[src/rtl/demux1x2_temporizado_if.sv]
// Handshake/data bundle for the timed 1-to-2 demultiplexer.
// master: the producer that issues loads; slave: the demultiplexer itself.
interface demux1x2_temporizado_if #(
  parameter int WIDTH = 4
);
  logic [WIDTH-1:0] D;
  logic             SEL;
  logic             load;
  logic             ready;
  logic [WIDTH-1:0] OUT0;
  logic [WIDTH-1:0] OUT1;
  logic             ativo0;
  logic             ativo1;
  logic             fim;

  modport master (
    output D, SEL, load,
    input  ready, OUT0, OUT1, ativo0, ativo1, fim
  );

  modport slave (
    input  D, SEL, load,
    output ready, OUT0, OUT1, ativo0, ativo1, fim
  );
endinterface

[src/rtl/demux1x2_temporizado.sv]
// Registered 1-to-2 demultiplexer with a hold timer.
// A accepted load steers D to OUT0 or OUT1 (by SEL) for HOLD_CYCLES clocks,
// then both outputs clear and fim pulses for one cycle.
// Optional feature macro: DEMUX_RETRIGGER_EN -- when defined, a load during
// HOLD recaptures the value and restarts the hold window.
module demux1x2_temporizado #(
  parameter int WIDTH       = 4,
  parameter int HOLD_CYCLES = 1000
) (
  input  logic                   clock,
  input  logic                   reset,
  demux1x2_temporizado_if.slave  bus
);

  localparam int CW = $clog2(HOLD_CYCLES + 1);
  localparam logic [CW-1:0] LAST = CW'(HOLD_CYCLES - 1);

`ifdef DEMUX_RETRIGGER_EN
  localparam logic HOLD_READY = 1'b1;
`else
  localparam logic HOLD_READY = 1'b0;
`endif

  typedef enum logic [1:0] {IDLE, HOLD, FIM} state_t;

  state_t           state;
  logic [CW-1:0]    cnt;
  logic [WIDTH-1:0] out0_q;
  logic [WIDTH-1:0] out1_q;
  logic             ativo0_q;
  logic             ativo1_q;
  logic             fim_q;
  logic             ready_q;

  logic [WIDTH-1:0] cap0;
  logic [WIDTH-1:0] cap1;

  // Values captured on an accepted load: selected side gets D, the other is zero.
  always_comb begin
    cap0 = '0;
    cap1 = '0;
    if (bus.SEL) cap1 = bus.D;
    else         cap0 = bus.D;
  end

  // Control FSM with registered outputs; reset has priority over load.
  always_ff @(posedge clock) begin
    if (reset) begin
      state    <= IDLE;
      cnt      <= '0;
      out0_q   <= '0;
      out1_q   <= '0;
      ativo0_q <= 1'b0;
      ativo1_q <= 1'b0;
      fim_q    <= 1'b0;
      ready_q  <= 1'b1;
    end else begin
      case (state)
        IDLE: begin
          fim_q <= 1'b0;
          if (bus.load) begin
            out0_q   <= cap0;
            out1_q   <= cap1;
            ativo0_q <= ~bus.SEL;
            ativo1_q <= bus.SEL;
            cnt      <= '0;
            ready_q  <= HOLD_READY;
            state    <= HOLD;
          end
        end
        HOLD: begin
`ifdef DEMUX_RETRIGGER_EN
          // A retrigger beats expiry on the same edge.
          if (bus.load) begin
            out0_q   <= cap0;
            out1_q   <= cap1;
            ativo0_q <= ~bus.SEL;
            ativo1_q <= bus.SEL;
            cnt      <= '0;
          end else
`endif
          if (cnt == LAST) begin
            out0_q   <= '0;
            out1_q   <= '0;
            ativo0_q <= 1'b0;
            ativo1_q <= 1'b0;
            fim_q    <= 1'b1;
            ready_q  <= 1'b0;
            state    <= FIM;
          end else begin
            cnt <= cnt + 1'b1;
          end
        end
        FIM: begin
          fim_q   <= 1'b0;
          ready_q <= 1'b1;
          state   <= IDLE;
        end
        default: begin
          out0_q   <= '0;
          out1_q   <= '0;
          ativo0_q <= 1'b0;
          ativo1_q <= 1'b0;
          fim_q    <= 1'b0;
          ready_q  <= 1'b1;
          cnt      <= '0;
          state    <= IDLE;
        end
      endcase
    end
  end

  assign bus.OUT0   = out0_q;
  assign bus.OUT1   = out1_q;
  assign bus.ativo0 = ativo0_q;
  assign bus.ativo1 = ativo1_q;
  assign bus.fim    = fim_q;
  assign bus.ready  = ready_q;

endmodule

[src/flat_wrapper.sv]
// flat-port wrapper written by rule: the top's interface ports become plain ports
module demux1x2_temporizado_flat 
#(
  parameter int WIDTH       = 4,
  parameter int HOLD_CYCLES = 1000
)
  (clock, reset, bus_D, bus_SEL, bus_load, bus_ready, bus_OUT0, bus_OUT1, bus_ativo0, bus_ativo1, bus_fim);
  demux1x2_temporizado_if #(.WIDTH(WIDTH)) bus_i ();
  input  logic clock;
  input  logic reset;
  input wire logic [$bits(bus_i.D)-1:0] bus_D;
  input wire logic [$bits(bus_i.SEL)-1:0] bus_SEL;
  input wire logic [$bits(bus_i.load)-1:0] bus_load;
  output wire logic [$bits(bus_i.ready)-1:0] bus_ready;
  output wire logic [$bits(bus_i.OUT0)-1:0] bus_OUT0;
  output wire logic [$bits(bus_i.OUT1)-1:0] bus_OUT1;
  output wire logic [$bits(bus_i.ativo0)-1:0] bus_ativo0;
  output wire logic [$bits(bus_i.ativo1)-1:0] bus_ativo1;
  output wire logic [$bits(bus_i.fim)-1:0] bus_fim;
  assign bus_i.D = bus_D;
  assign bus_i.SEL = bus_SEL;
  assign bus_i.load = bus_load;
  assign bus_ready = bus_i.ready;
  assign bus_OUT0 = bus_i.OUT0;
  assign bus_OUT1 = bus_i.OUT1;
  assign bus_ativo0 = bus_i.ativo0;
  assign bus_ativo1 = bus_i.ativo1;
  assign bus_fim = bus_i.fim;
  demux1x2_temporizado #(.WIDTH(WIDTH), .HOLD_CYCLES(HOLD_CYCLES)) u_core (.clock(clock), .reset(reset), .bus(bus_i));
endmodule
[config.mk]
export PLATFORM = sky130hd
export DESIGN_NAME = demux1x2_temporizado_flat
export DESIGN_NICKNAME = d
export VERILOG_FILES = /design/src/rtl/demux1x2_temporizado_if.sv /design/src/rtl/demux1x2_temporizado.sv /design/src/flat_wrapper.sv
export SDC_FILE = /design/constraint.sdc
export NUM_CORES = 1
export LEC_CHECK = 0
export ABC_CLOCK_PERIOD_IN_PS = 3640
export CAP_MARGIN = 20
export CELL_PAD_IN_SITES_DETAIL_PLACEMENT = 0
export CELL_PAD_IN_SITES_GLOBAL_PLACEMENT = 1
export CORE_AREA = 2 2 57 59
export CTS_CLUSTER_DIAMETER = 200
export DETAILED_ROUTE_END_ITERATION = 16
export DIE_AREA = 0 0 59 61
export PLACE_DENSITY = 0.8
export REMOVE_ABC_BUFFERS = 1
export SLEW_MARGIN = 10
export SYNTH_ARGS = -nofsm -noshare
export SYNTH_HDL_FRONTEND = slang
export SYNTH_SLANG_ARGS = --single-unit
[constraint.sdc]
create_clock -name clock -period 3.64 [get_ports clock]
set_input_delay 0.364 -clock clock [delete_from_list [all_inputs] [get_ports clock]]
set_output_delay 0.364 -clock clock [all_outputs]
set_load 0.02 [all_outputs]
==> results.txt, run 1 <==
worst skew pair latency - 320 ps
global-route usage over all layers - 16.35%
maximum clock frequency - 0.5580 GHz
non-filler cells in the finished layout - 182
placed cell count - 178
count of pins on the block boundary - 20
post-synthesis cell type with the largest combined area - dfxtp_1
class of the worst hold path - reg -> reg
filler cell count in the final layout - 293
total leakage power - 0.0004412 uW
Adder-Cell Fraction of Synth Area - 1.076%
clock net sink count - 24
Setup Viol. Count Final - 0
routed len/inst - 15.04 um
total count of max-transition violations in the final report - 0
post-synth top area share - 41.33%
CTS Buf Count - 3
vias in the first global route - 1021
post-cts sizing count - 0
kind of cell adding the most delay to the critical path - simple AND/OR/NAND/NOR gates
CTS max path bufs - 2
status - complete, no violations
diodes inserted - 0
core area - 0.002953 mm^2
Netlist Area Pre-Place - 0.001162 mm^2
number of levels the H-tree was split into - 1
area of the die - 0.003599 mm^2
Chip Width - 59 um
Tightest Pin Transition - 905.3 ps
slowest stage cell, crit path - dfxtp_1
post-synthesis instance total - 137
Synth Area in Compound Gates - 26.26%
share of the cycle needed by the critical path after routing - 49.23%
die height - 61 um
Crit path largest cell delay - 530 ps
vias - 1076
critical path peak fanout - 13
area growth from synthesis to layout - 18.51%
Avg Cell Area, Syn - 8.484 um^2
post-detailed-route DRC marker count - 0
share of layout cells above drive strength 1 - 7.383%
nature of the critical path endpoint - flip-flop
kind of start point of the critical path - flip-flop
clock tree from TritonCTS - done
Core Rows - 20
setup repair after global routing missed its margin - no
ranking of synthesized cells by area - dfxtp_1 (41%), a21oi_1 (8.2%), nand4_1 (4.3%), o21ai_0 (3.9%), o21ai_1 (3.9%)
cells along the critical path - nand2b_1, nor4_1, nor2_1, a211oi_1
Seq cells post-synth - 24
Sum Neg Setup Slack - 0 ps
max_cap viols - 0
min cycle time layout - 1792 ps
count of endpoints failing hold in the final timing report - 0
number of design-rule violations left by the first detailed-router iteration - 29
Clock Pin Slew Worst Setup and Hold Paths - 140 ps
worst clock skew - 3.748 ps
cell area power density - 355.1 mW/mm^2
most used cells in the layout excluding fill and tap cells - dfxtp_1 (24), a21oi_1 (19), clkdlybuf4s50_1 (19)
global-route wire length before repair - 4478 um
root buffer selected by CTS - clkbuf_4
crit path buf inv count - 0
via/cell ratio - 5.912
basic-gate share of the synthesized area counting and, or, nand and nor cells - 25.83%
detailed placement HPWL - 1854 um
number of routed nets with antenna violations - 0
antenna violations before repair - 0
Post-Synth XOR/XNOR Area - 0%
number of warning messages in the yosys log - 0
Worst VDD drop - 0.0001918 V
final core occ - 46.65%
final WL - 2737 um
final-stage net count - 159
multiplexer area fraction after synthesis - 0%
total grt overflow - 0
most common cell after layout, fill and taps aside - dfxtp_1
Starting Density - 39.36%
combinational family with the most area after synthesis - compound AO/OA/AOI/OAI gates
pin count of the biggest net entering global routing - 27
slew margin rel. - 39.46%
quantity of I/O buffers inserted on ports - 19
routability congestion estimate from global placement - 0.7020
count of cell types in the netlist - 37
portion of the post-synthesis area used by sequential elements - 41.33%
detailed-router iteration count before antenna repair - 4
post-CTS setup buffer count - 0
CP Class - reg -> reg
data arrival time of the worst path - 2020 ps
critical path data required time - 3870 ps
Post-CTS Hold Buffers - 0
state kept, by name (all words and copies together) (netlist names):
register / count
u_core.bus.ativo0: 1
u_core.bus.OUT0: 4
u_core.bus.fim: 1
u_core.cnt: 10
u_core.bus.OUT1: 4
u_core.bus.ready: 1
u_core.bus.ativo1: 1
u_core.state: 2
layout make-up:
class	count	area (um^2)	area share [%]
Clock buffer	4	36.28	2.634
Multi-Input combinational cell	99	618.1	44.87
Inverter	3	11.26	0.8174
Tap cell	33	41.29	2.997
Sequential cell	24	480.5	34.88
Timing Repair Buffer	19	190.2	13.81
cells in the mapped netlist (all sizes together):
cell type,count
dfxtp,24
a21oi,20
o21ai,18
nand4,9
nor2,7
clkbuf,6
nand3,6
buf,5
or3,5
a31oi,4
nand2,4
a211oi,3
inv,3
nor3,3
and3,2
and4,2
nor3b,2
a2111oi,1
a21o,1
a41oi,1
and2b,1
ha,1
nand2b,1
nand3b,1
nand4b,1
nand4bb,1
nor4,1
o2111ai,1
o31a,1
o31ai,1
or4,1
where the power goes:
part           switching (uW)  total [uW]  internal, uW
sequential               6.41         277           270
combinational            39.9        68.1          28.1
clock                    83.0         144          61.2
total                     129         489           360
tightest hold or removal path: stages, from the launching register on:
cell and delay (ps):
dfxtp_1 330, o21ai_1 60, a21oi_1 60
metrics by stage:
stage	cell area [um^2]	power (uW)	hold WS, ps	setup slack (ps)
3_3_place_gp	1341	349.3	470.1	1582
5_1_grt	1378	510.3	529.4	1623
4_1_cts	1378	489.8	493.8	1840
6_report	1378	489.1	491.0	1848
2_1_floorplan	1110	317.8	433.1	2130
3_5_place_dp	1341	350.0	469.0	1557
worst paths after layout:
kind,start,endpoint,slack [ps],cells past startpoint
worst min-delay path,u_core.bus.OUT0[1]$_SDFFE_PP0P_,u_core.bus.OUT0[1]$_SDFFE_PP0P_,490,2
worst max register to register,u_core.state[0]$_SDFFE_PP0P_,u_core.cnt[0]$_SDFFE_PP0P_,1850,4
worst min register to register,u_core.bus.OUT0[1]$_SDFFE_PP0P_,u_core.bus.OUT0[1]$_SDFFE_PP0P_,490,2
worst max-delay path,u_core.state[0]$_SDFFE_PP0P_,u_core.cnt[0]$_SDFFE_PP0P_,1850,4
routing by layer:
layer  part of all wire, %  global-route usage, %  vias up
li1                      -                      -      542
met1                    44                  18.49      508
met2                    50                  29.68       22
met3                   4.5                  3.838        4
met4                  0.91                  6.494        0
met5                     0                      0        -
cells by family (layout without fill, tap and decap cells):
logic type	count (synthesis)	count (layout)
AO/OA/AOI/OAI	51	51
AND/OR/NAND/NOR	47	47
flip-flops	24	24
buffers and inverters	14	26
adder cells (fa/ha/maj)	1	1
(Power assumes the default switching activity.)
==> inputs of run 2 (changes only) <==
- ABC_CLOCK_PERIOD_IN_PS: 3640 -> 1800
- CORE_AREA: 2 2 57 59 -> 2 2 59 61
- DIE_AREA: 0 0 59 61 -> 0 0 61 63
- PLACE_DENSITY: 0.8 -> 0.75
- clock period: 3.64 -> 1.8 ns (I/O delays scaled with it)
==> results.txt, run 2 (synthesized netlist as in run 1, its figures left out) <==
status - complete, no violations
filler cell count in the final layout - 325 (+11%)
Multi-input gate area - 629.4 um^2 (+1.8%)
cells along the critical path - ha_2, nand4bb_2, o31ai_4, buf_4, nand4_1, a21oi_1
Sum Neg Setup Slack - 0 ps (unchanged)
core area - 0.003232 mm^2 (+9.4%)
antenna violations before repair - 0 (unchanged)
Setup Viol. Count Final - 0 (unchanged)
final-stage net count - 169 (+6.3%)
critical path data required time - 2060 ps (-1810 ps)
vias - 1103 (+2.5%)
slowest stage cell, crit path - dfxtp_1
Tightest Pin Transition - 358.7 ps (-546.7 ps)
Worst VDD drop - 0.0002391 V (+25%)
kind of cell adding the most delay to the critical path - compound AO/OA/AOI/OAI gates
vias in the first global route - 1077 (+5.5%)
total grt overflow - 0 (unchanged)
quantity of I/O buffers inserted on ports - 19 (unchanged)
critical path peak fanout - 10 (-3)
clock net sink count - 24 (unchanged)
internal power contribution - 695.9 uW (+93%)
worst setup slack before clock tree synthesis - 73.33 ps (-1484 ps)
most common cell after layout, fill and taps aside - dfxtp_1
number of levels the H-tree was split into - 1 (unchanged)
max_cap viols - 0 (unchanged)
total leakage power - 0.0004945 uW (+12%)
Clock Pin Slew Worst Setup and Hold Paths - 140 ps (about the same)
via/cell ratio - 5.407 (-8.5%)
kind of start point of the critical path - flip-flop
diodes inserted - 0 (unchanged)
cell area power density - 656.7 mW/mm^2 (+85%)
final core occ - 45.37% (-1.3 points)
area growth from synthesis to layout - 26.16%
CTS max path bufs - 2 (unchanged)
data arrival time of the worst path - 2010 ps (about the same)
uppermost routed layer - met4
part of the power in combinational logic - 16.1% (+2.2 points)
proportion of power drawn by flip-flops and latches - 58.2% (+1.6 points)
smallest hold slack - 438.5 ps (-52.52 ps)
routability congestion estimate from global placement - 0.7520 (+7.1%)
slew margin rel. - 76.09% (+37 points)
routed len/inst - 13.95 um (-7.3%)
die height - 63 um (+3.3%)
final WL - 2845 um (+3.9%)
min cycle time layout - 1750 ps (-42.04 ps)
worst skew pair latency - 320 ps (about the same)
flip-flop count of the largest register, all copies and words added - 10 (unchanged)
nature of the critical path endpoint - flip-flop
share of layout cells above drive strength 1 - 13.92% (+6.5 points)
Core Rows - 21 (+5.0%)
post-detailed-route DRC marker count - 0 (unchanged)
placed cell count - 200 (+12%)
CP Class - reg -> reg
area of the die - 0.003843 mm^2 (+6.8%)
metal1 wirelength - 1340 um (+11%)
count of pins on the block boundary - 20 (unchanged)
worst clock skew - 6.511 ps (+2.763 ps)
maximum clock frequency - 0.5714 GHz (+2.4%)
most used cells in the layout excluding fill and tap cells - dfxtp_1 (24), a21oi_1 (19), clkdlybuf4s50_1 (19)
class of the worst hold path - in -> reg
crit path buf inv count - 1 (+1)
switching power of the nets - 267.1 uW (+110%)
Clk network pwr share - 25.7% (-3.8 points)
detailed-router iteration count before antenna repair - 4 (unchanged)
clock tree from TritonCTS - done
pin count of the biggest net entering global routing - 20 (-26%)
number of design-rule violations left by the first detailed-router iteration - 71 (+140%)
area occupied by registers - 480.5 um^2 (unchanged)
met2 routed WL - 1351 um (-2.0%)
Starting Density - 35.97% (-3.4 points)
global-route wire length before repair - 4761 um (+6.3%)
count of endpoints failing hold in the final timing report - 0 (unchanged)
global-route usage over all layers - 16.18% (-0.17 points)
root buffer selected by CTS - clkbuf_4
non-filler cells in the finished layout - 204 (+12%)
detailed placement HPWL - 1991 um (+7.4%)
most flop-heavy register - u_core.cnt
final worst setup slack - 49.91 ps (-1798 ps)
share of the cycle needed by the critical path after routing - 97.23% (+48 points)
Crit path largest cell delay - 430 ps (-100 ps)
Switching Share - 27.73% (+1.3 points)
total count of max-transition violations in the final report - 0 (unchanged)
number of routed nets with antenna violations - 0 (unchanged)
Chip Width - 61 um (+3.4%)
detailed-routed wire length on met3 - 133 um (+7.3%)
CTS Buf Count - 3 (unchanged)
-- run 2: final timing paths --
path,from,to,slack (ps),cells past startpoint
worst max-delay path,u_core.cnt[0]$_SDFFE_PP0P_,u_core.bus.OUT0[3]$_SDFFE_PP0P_,50,6
worst min-delay path,bus_D[0],u_core.bus.OUT0[0]$_SDFFE_PP0P_,440,3
worst min register to register,u_core.bus.OUT1[2]$_SDFFE_PP0P_,u_core.bus.OUT1[2]$_SDFFE_PP0P_,490,2
worst max register to register,u_core.cnt[0]$_SDFFE_PP0P_,u_core.bus.OUT0[3]$_SDFFE_PP0P_,50,6
-- run 2: per-stage QoR --
step | total power (uW) | instance area [um^2]
5_1_grt | 1014 | 1466
3_3_place_gp | 719.8 | 1425
3_5_place_dp | 721.2 | 1425
4_1_cts | 959.0 | 1448
2_1_floorplan | 642.7 | 1110
6_report | 963.0 | 1466
-- run 2: tightest hold or removal path: stages --
cell	delay (ps)
clkdlybuf4s50_1	420
nand4_1	70
a21oi_1	60
-- run 2: metal layers --
| metal | global-route usage (%) | vias to the layer above |
|---|---|---|
| li1 | - | 559 |
| met1 | 21.77 | 513 |
| met2 | 25.27 | 29 |
| met3 | 3.727 | 2 |
| met4 | 4.891 | 0 |
| met5 | 0 | - |
-- run 2: area by class of cell --
cell class | count | share of cell area [%]
Clock buffer | 3 | 1.536
Inverter | 3 | 0.7679
Multi-Input combinational cell | 99 | 42.92
Sequential cell | 24 | 32.76
Tap cell | 46 | 3.925
Timing Repair Buffer | 29 | 18.09
-- run 2: power by group through the flow --
| stage | logic, uW | registers, uW | clock network, uW |
|---|---|---|---|
| after floorplan | 60.4 | 582 | 0 |
| after global placement | 149 | 571 | 0 |
| after detailed placement | 150 | 571 | 0 |
| after CTS | 151 | 560 | 248 |
| after global routing | 169 | 563 | 283 |
| final | 155 | 560 | 248 |
-- run 2: what timing repair did --
action | 4_1_cts | 5_1_grt
endpoints found under the setup margin | 0 | 8
gates resized for setup | 0 | 3
setup buffers | 0 | 1
hold buffers | 0 | 0
